[src/rtl/draw_to_grid.sv]
// Rebuilds the 3x3 board from the pixel writes heading to the VGA adapter and
// publishes per-cell codes plus an error flag once per frame.
module draw_to_grid #(
    parameter logic [7:0]  X0      = 8'd10,
    parameter logic [6:0]  Y0      = 7'd10,
    parameter int unsigned PITCH   = 30,
    parameter int unsigned CELL_W  = 27,
    parameter logic [2:0]  EMPTY_C = 3'b111,
    parameter logic [2:0]  X_C     = 3'b100,
    parameter logic [2:0]  O_C     = 3'b001
) (
    input  logic        clk,
    input  logic        resetn,
    input  logic        frame_start,
    input  logic        frame_end,
    input  logic [7:0]  x,
    input  logic [6:0]  y,
    input  logic [2:0]  colour,
    input  logic        plot,
    output logic [17:0] grid_out,
    output logic        grid_valid,
    output logic        error,
    output logic        busy
);

    localparam logic [9:0] FullCount = 10'(CELL_W * CELL_W);
    localparam logic [9:0] MaxCount  = 10'd1023;

    typedef enum logic [2:0] {StIdle, StCapture, StDrain1, StDrain2, StPublish} state_e;

    state_e state_q, state_d;
    logic   accept;
    logic   load_out;

    // FSM state register
    always_ff @(posedge clk) begin
        if (!resetn) state_q <= StIdle;
        else         state_q <= state_d;
    end

    // FSM next state; frame_start restarts capture from any state
    always_comb begin
        state_d = state_q;
        case (state_q)
            StIdle:    if (frame_start) state_d = StCapture;
            StCapture: if (frame_end) state_d = StDrain1;
            StDrain1:  state_d = StDrain2;
            StDrain2:  state_d = StPublish;
            StPublish: state_d = StIdle;
            default:   state_d = StIdle;
        endcase
        if (frame_start) state_d = StCapture;
    end

    // FSM outputs; result registers load on the last drain cycle so they show in PUBLISH
    always_comb begin
        busy     = (state_q != StIdle);
        accept   = (state_q == StCapture) && plot && !frame_start;
        load_out = (state_q == StDrain2) && !frame_start;
    end

    // Stage 1: locate the pixel by range compares against the cell squares
    logic [1:0] row_idx, col_idx;
    logic       row_hit, col_hit;
    logic [3:0] cell_idx;

    always_comb begin
        row_idx = '0;
        col_idx = '0;
        row_hit = 1'b0;
        col_hit = 1'b0;
        for (int i = 0; i < 3; i++) begin
            if (32'(y) >= 32'(Y0) + 32'(i) * PITCH &&
                32'(y) <  32'(Y0) + 32'(i) * PITCH + CELL_W) begin
                row_hit = 1'b1;
                row_idx = 2'(i);
            end
            if (32'(x) >= 32'(X0) + 32'(i) * PITCH &&
                32'(x) <  32'(X0) + 32'(i) * PITCH + CELL_W) begin
                col_hit = 1'b1;
                col_idx = 2'(i);
            end
        end
        cell_idx = {2'b00, row_idx} * 4'd3 + {2'b00, col_idx};
    end

    logic       s1_valid_q, s1_inside_q;
    logic [3:0] s1_cell_q;
    logic [2:0] s1_colour_q;

    always_ff @(posedge clk) begin
        if (!resetn) begin
            s1_valid_q  <= 1'b0;
            s1_inside_q <= 1'b0;
            s1_cell_q   <= '0;
            s1_colour_q <= '0;
        end else begin
            s1_valid_q  <= accept;
            s1_inside_q <= row_hit && col_hit;
            s1_cell_q   <= cell_idx;
            s1_colour_q <= colour;
        end
    end

    // Stage 2: per-cell count, first-pixel code and consistency flag
    logic [1:0] s1_code;
    logic       s1_legal;

    always_comb begin
        s1_code  = 2'd3;
        s1_legal = 1'b1;
        if      (s1_colour_q == EMPTY_C) s1_code = 2'd0;
        else if (s1_colour_q == X_C)     s1_code = 2'd1;
        else if (s1_colour_q == O_C)     s1_code = 2'd2;
        else                             s1_legal = 1'b0;
    end

    logic [9:0] cnt_q  [9];
    logic [1:0] code_q [9];
    logic [8:0] bad_q;

    always_ff @(posedge clk) begin
        if (!resetn || frame_start) begin
            for (int c = 0; c < 9; c++) begin
                cnt_q[c]  <= '0;
                code_q[c] <= '0;
            end
            bad_q <= '0;
        end else if (s1_valid_q && s1_inside_q) begin
            for (int c = 0; c < 9; c++) begin
                if (4'(c) == s1_cell_q) begin
                    if (cnt_q[c] != MaxCount) cnt_q[c] <= cnt_q[c] + 10'd1;
                    if (cnt_q[c] == '0) begin
                        code_q[c] <= s1_code;
                        if (!s1_legal) bad_q[c] <= 1'b1;
                    end else if (!s1_legal || s1_code != code_q[c]) begin
                        bad_q[c] <= 1'b1;
                    end
                end
            end
        end
    end

    // Publish: a cell is trusted only with exactly one full square of consistent pixels
    logic [8:0]  cell_ok;
    logic [17:0] grid_d;
    logic        error_d;

    always_comb begin
        grid_d  = '0;
        error_d = 1'b0;
        for (int c = 0; c < 9; c++) begin
            cell_ok[c]       = !bad_q[c] && (cnt_q[c] == FullCount);
            grid_d[2*c +: 2] = cell_ok[c] ? code_q[c] : 2'd3;
            error_d          = error_d | !cell_ok[c];
        end
    end

    always_ff @(posedge clk) begin
        if (!resetn) begin
            grid_out   <= '0;
            grid_valid <= 1'b0;
            error      <= 1'b0;
        end else begin
            grid_valid <= load_out;
            if (load_out) begin
                grid_out <= grid_d;
                error    <= error_d;
            end
        end
    end

endmodule

[config.mk]
export PLATFORM = sky130hd
export DESIGN_NAME = draw_to_grid
export DESIGN_NICKNAME = d
export VERILOG_FILES = /design/src/rtl/draw_to_grid.sv
export SDC_FILE = /design/constraint.sdc
export NUM_CORES = 1
export LEC_CHECK = 0
export ABC_AREA = 0
export BUFFER_PORTS_ARGS = -buffer_cell sky130_fd_sc_hd__buf_4
export CORE_UTILIZATION = 39
export CTS_BUF_LIST = sky130_fd_sc_hd__clkbuf_2
export CTS_CLUSTER_SIZE = 40
export DETAILED_ROUTE_END_ITERATION = 10
export PLACE_DENSITY = 0.65
export SLEW_MARGIN = 20
export SYNTH_ARGS = -nofsm -noshare
export SYNTH_HDL_FRONTEND = slang
export SYNTH_SLANG_ARGS = --single-unit
export TNS_END_PERCENT = 50
[constraint.sdc]
create_clock -name clk -period 2.9 [get_ports clk]
set_input_delay 0.145 -clock clk [delete_from_list [all_inputs] [get_ports clk]]
set_output_delay 0.145 -clock clk [all_outputs]
set_load 0.005 [all_outputs]
==> flow_metrics.tcl <==
set metrics [dict create \
    antenna_found_initial 1 \
    postSynth.topFlopCell "sky130_fd_sc_hd__edfxtp_1" \
    placement_rows 52 \
    via_count_of_the_first_global_routing_pass 5939 \
    clkLatencyLatePin_ps 750 \
    hold_path.class "in -> reg" \
    synth_enable_flop_cells 108 \
    power.clock.fraction_pct 32.2 \
    layout.nets 893 \
    synth.yosys.seq_area_share_pct 50.1 \
    sequential_cell_area_um2 4060 \
    routed_wirelength_um 18000 \
    cell_pwr_density_nw_per_um2 441 \
    die-width_um 146 \
    setup-tns-final_ps 0 \
    hold_violations 0 \
    path_clk_slew_ps 220 \
    netlist-cell-type-count 58 \
    remaining_drc_errors 0 \
    timing.max_slew.rel_slack_pct 49.5 \
    total_die_area_um2 21400 \
    chip_height_um 146 \
    cts_made_buffers 17 \
    setup-violations-final 0 \
    area_of_placed_instances_um2 8700 \
    synth_seq_cells 149 \
    p_leak_nw 3.39 \
    rsz0062_at_grt "no" \
    first_pass_grt_wire_length_um 30000 \
    postCtsSetupRepairBufs 0 \
    fin_crit_ps 2720 \
    critical_setup_path_class "reg -> reg" \
    final.fill_count 1961 \
    worst_setup_path_start_kind "flop" \
    grt_overflow_total 0 \
    layout.cells.most_common_list "sky130_fd_sc_hd__edfxtp_1 (108), sky130_fd_sc_hd__a21oi_1 (92), sky130_fd_sc_hd__buf_4 (53)" \
    timing.final.ws_setup_ps 182 \
    route.antenna.remaining_nets 0 \
    layout.cells.most_common "sky130_fd_sc_hd__edfxtp_1" \
    synthesized_area_divided_by_synthesized_cell_count_um2 10.4 \
    worst-endpoint-required_ps 3400 \
    synth_fp_nets 832 \
    port_buffers 43 \
    timing_max_transition_violations_final 0 \
    drive_above_1_share_pct 11.6 \
    synth_area_leaders "sky130_fd_sc_hd__edfxtp_1 (40%), sky130_fd_sc_hd__dfxtp_1 (10%), sky130_fd_sc_hd__a21oi_1 (5.7%), sky130_fd_sc_hd__ha_1 (4.6%), sky130_fd_sc_hd__xor2_1 (4.1%)" \
    worst_slew_pin_slew_ps 756 \
    irDropWorstVdd_uv 228 \
    htree_levels 4 \
    drt_pass1_iterations 6 \
    post_synth_inst_count 779 \
    gp_routability_congestion 0.791 \
    dp_slack_ps 204 \
    tritoncts "done" \
    grt_usage_pct 17.6 \
    finClkSkew_ps 39.7 \
    via_per_inst 5.44 \
    multi_input_area_um2 3740 \
    clock.fmax_mhz 368 \
    swShare_pct 24.1 \
    clock_tree.root_cell "sky130_fd_sc_hd__clkbuf_2" \
    place.detailed.instances 1071 \
    post_layout_nonfiller_instances 1124 \
    combPwrFrac_pct 7.3 \
    crit_arrival_ps 3220 \
    tritoncts_num_sinks 149 \
    pin_count_of_the_biggest_net_entering_global_routing 91 \
    post-dp-hpwl_um 12200 \
    cts_buffer_depth 2 \
    sequential_share_of_power_pct 60.4 \
    layout-area-overhead-vs-synth_pct 13.1 \
    period_share_pct 93.7 \
    p_sw_mw 0.976 \
    synth_warnings 0 \
    critPathCaptureType "flop" \
    initial_core_util_pct 39.9 \
    max_cap_violations 0 \
    synthesis.area_um2 8110 \
    tightest_hold_margin_ps 91.2 \
    pin_count 44 \
    finish.instance_area_um2 9170 \
    wl_per_cell_um 16.0 \
    core_region_area_um2 20300 \
    asyncSetResetFlopFracSynth_pct 0 \
    status "complete, no violations" \
    crit_path_max_fanout 30 \
    post-synth-top-area-cell "sky130_fd_sc_hd__edfxtp_1" \
    first_iter_violations 271 \
    rrSetupSlack_ps 180 \
    vias 6120 \
    internal-power_mw 3.07 \
    synthDominantCellAreaShare_pct 40.0 \
]
-- area by class of cell --
type                    count  share of cell area, %
diodes                      1                 0.0273
clock buffers              21                   1.15
clock inverters            11                   1.73
inverters                  34                   1.39
multi-input cells         563                   40.8
flip-flops and latches    149                   44.3
well taps                 270                   3.68
repair buffers             75                   6.96
-- metrics by stage --
stage | utilization [%] | total power, mW
CTS | 45.1 | 4.08
global route | 45.2 | 4.20
global placement | 42.9 | 2.76
floorplan | - | 2.64
finish | 45.2 | 4.04
detailed placement | 42.9 | 2.76
-- power groups by stage --
stage               Sequential, mW  Clock, mW  Combinational, mW
floorplan                     2.46          0              0.185
global placement              2.49          0              0.273
detailed placement            2.49          0              0.275
CTS                           2.44       1.34              0.297
global route                  2.46       1.41              0.331
finish                        2.44       1.30              0.297
-- cell families (layout without fill, tap and decap cells) --
| logic type | count (synthesis) | in the layout | share of synthesized area [%] |
|---|---|---|---|
| mux | 10 | 10 | 1.23 |
| fa+ha+maj | 30 | 30 | 4.63 |
| other cells | 0 | 1 | 0 |
| buf+inv | 67 | 141 | 3.95 |
| compound gates | 202 | 202 | 14.6 |
| xor+xnor | 75 | 75 | 8.10 |
| flops | 149 | 149 | 50.1 |
| simple gates | 246 | 246 | 17.3 |
-- synthesized netlist by cell type (6+ instances only) --
library cell               number
sky130_fd_sc_hd__a21boi_0       9
sky130_fd_sc_hd__a21o_1         6
sky130_fd_sc_hd__a21oi_1       92
sky130_fd_sc_hd__a221oi_1       7
sky130_fd_sc_hd__a31oi_1        9
sky130_fd_sc_hd__and2_1        13
sky130_fd_sc_hd__and3_1        21
sky130_fd_sc_hd__buf_6          9
sky130_fd_sc_hd__clkbuf_1      21
sky130_fd_sc_hd__dfxtp_1       41
sky130_fd_sc_hd__edfxtp_1     108
sky130_fd_sc_hd__ha_1          30
sky130_fd_sc_hd__inv_1         34
sky130_fd_sc_hd__mux2i_1       10
sky130_fd_sc_hd__nand2_1       34
sky130_fd_sc_hd__nand2b_1      10
sky130_fd_sc_hd__nand3_1       35
sky130_fd_sc_hd__nand4_1       13
sky130_fd_sc_hd__nand4b_1       9
sky130_fd_sc_hd__nor2_1        34
sky130_fd_sc_hd__nor3_1        29
sky130_fd_sc_hd__nor3b_1        6
sky130_fd_sc_hd__nor4_1        12
sky130_fd_sc_hd__o21ai_0       36
sky130_fd_sc_hd__o21ai_1        6
sky130_fd_sc_hd__o22ai_1       15
sky130_fd_sc_hd__xnor2_1       37
sky130_fd_sc_hd__xor2_1        38
-- registers in the layout (all words and copies together), names as in the netlist --
name         cells
bad_q            9
cnt_q           90
grid_out        18
s1_valid_q       1
grid_valid       1
s1_cell_q        4
s1_colour_q      3
s1_inside_q      1
state_q          3
code_q          18
error            1
-- critical path, stage by stage (launching register included) --
cell and delay [ps]:
sky130_fd_sc_hd__edfxtp_1 480, sky130_fd_sc_hd__ha_1 240, sky130_fd_sc_hd__nand2_1 80, sky130_fd_sc_hd__nor3_1 320, sky130_fd_sc_hd__o22ai_1 200, sky130_fd_sc_hd__nor4b_2 560
sky130_fd_sc_hd__buf_4 430, sky130_fd_sc_hd__a21boi_0 140
-- layer usage --
metal	wire (um)	share of wire (%)	vias to the layer above	GRT usage, %
met2	8730	49	113	29.2
met5	0	0	-	0
met1	8300	46	2962	22.8
li1	-	-	3021	-
met3	664	3.7	24	3.91
met4	294	1.6	0	5.57
-- final timing paths --
kind / startpoint / end / cells after the start
max: cnt_q[0][30]$_SDFFCE_PP0P_ / cnt_q[0][1]$_SDFFCE_PP0P_ / 7
min: y[5] / s1_cell_q[0]$_SDFF_PN0_ / 6
max reg2reg: cnt_q[0][30]$_SDFFCE_PP0P_ / cnt_q[0][1]$_SDFFCE_PP0P_ / 7
min reg2reg: bad_q[2]$_SDFFE_PP0P_ / bad_q[2]$_SDFFE_PP0P_ / 1
-- repair_timing --
action | in CTS | in global routing
resized for setup | 0 | 1
hold buffers | 20 | 0
setup endpoints to repair | 0 | 9
hold endpoints to repair | 39 | 0
Power figures use the tool's default switching activity.
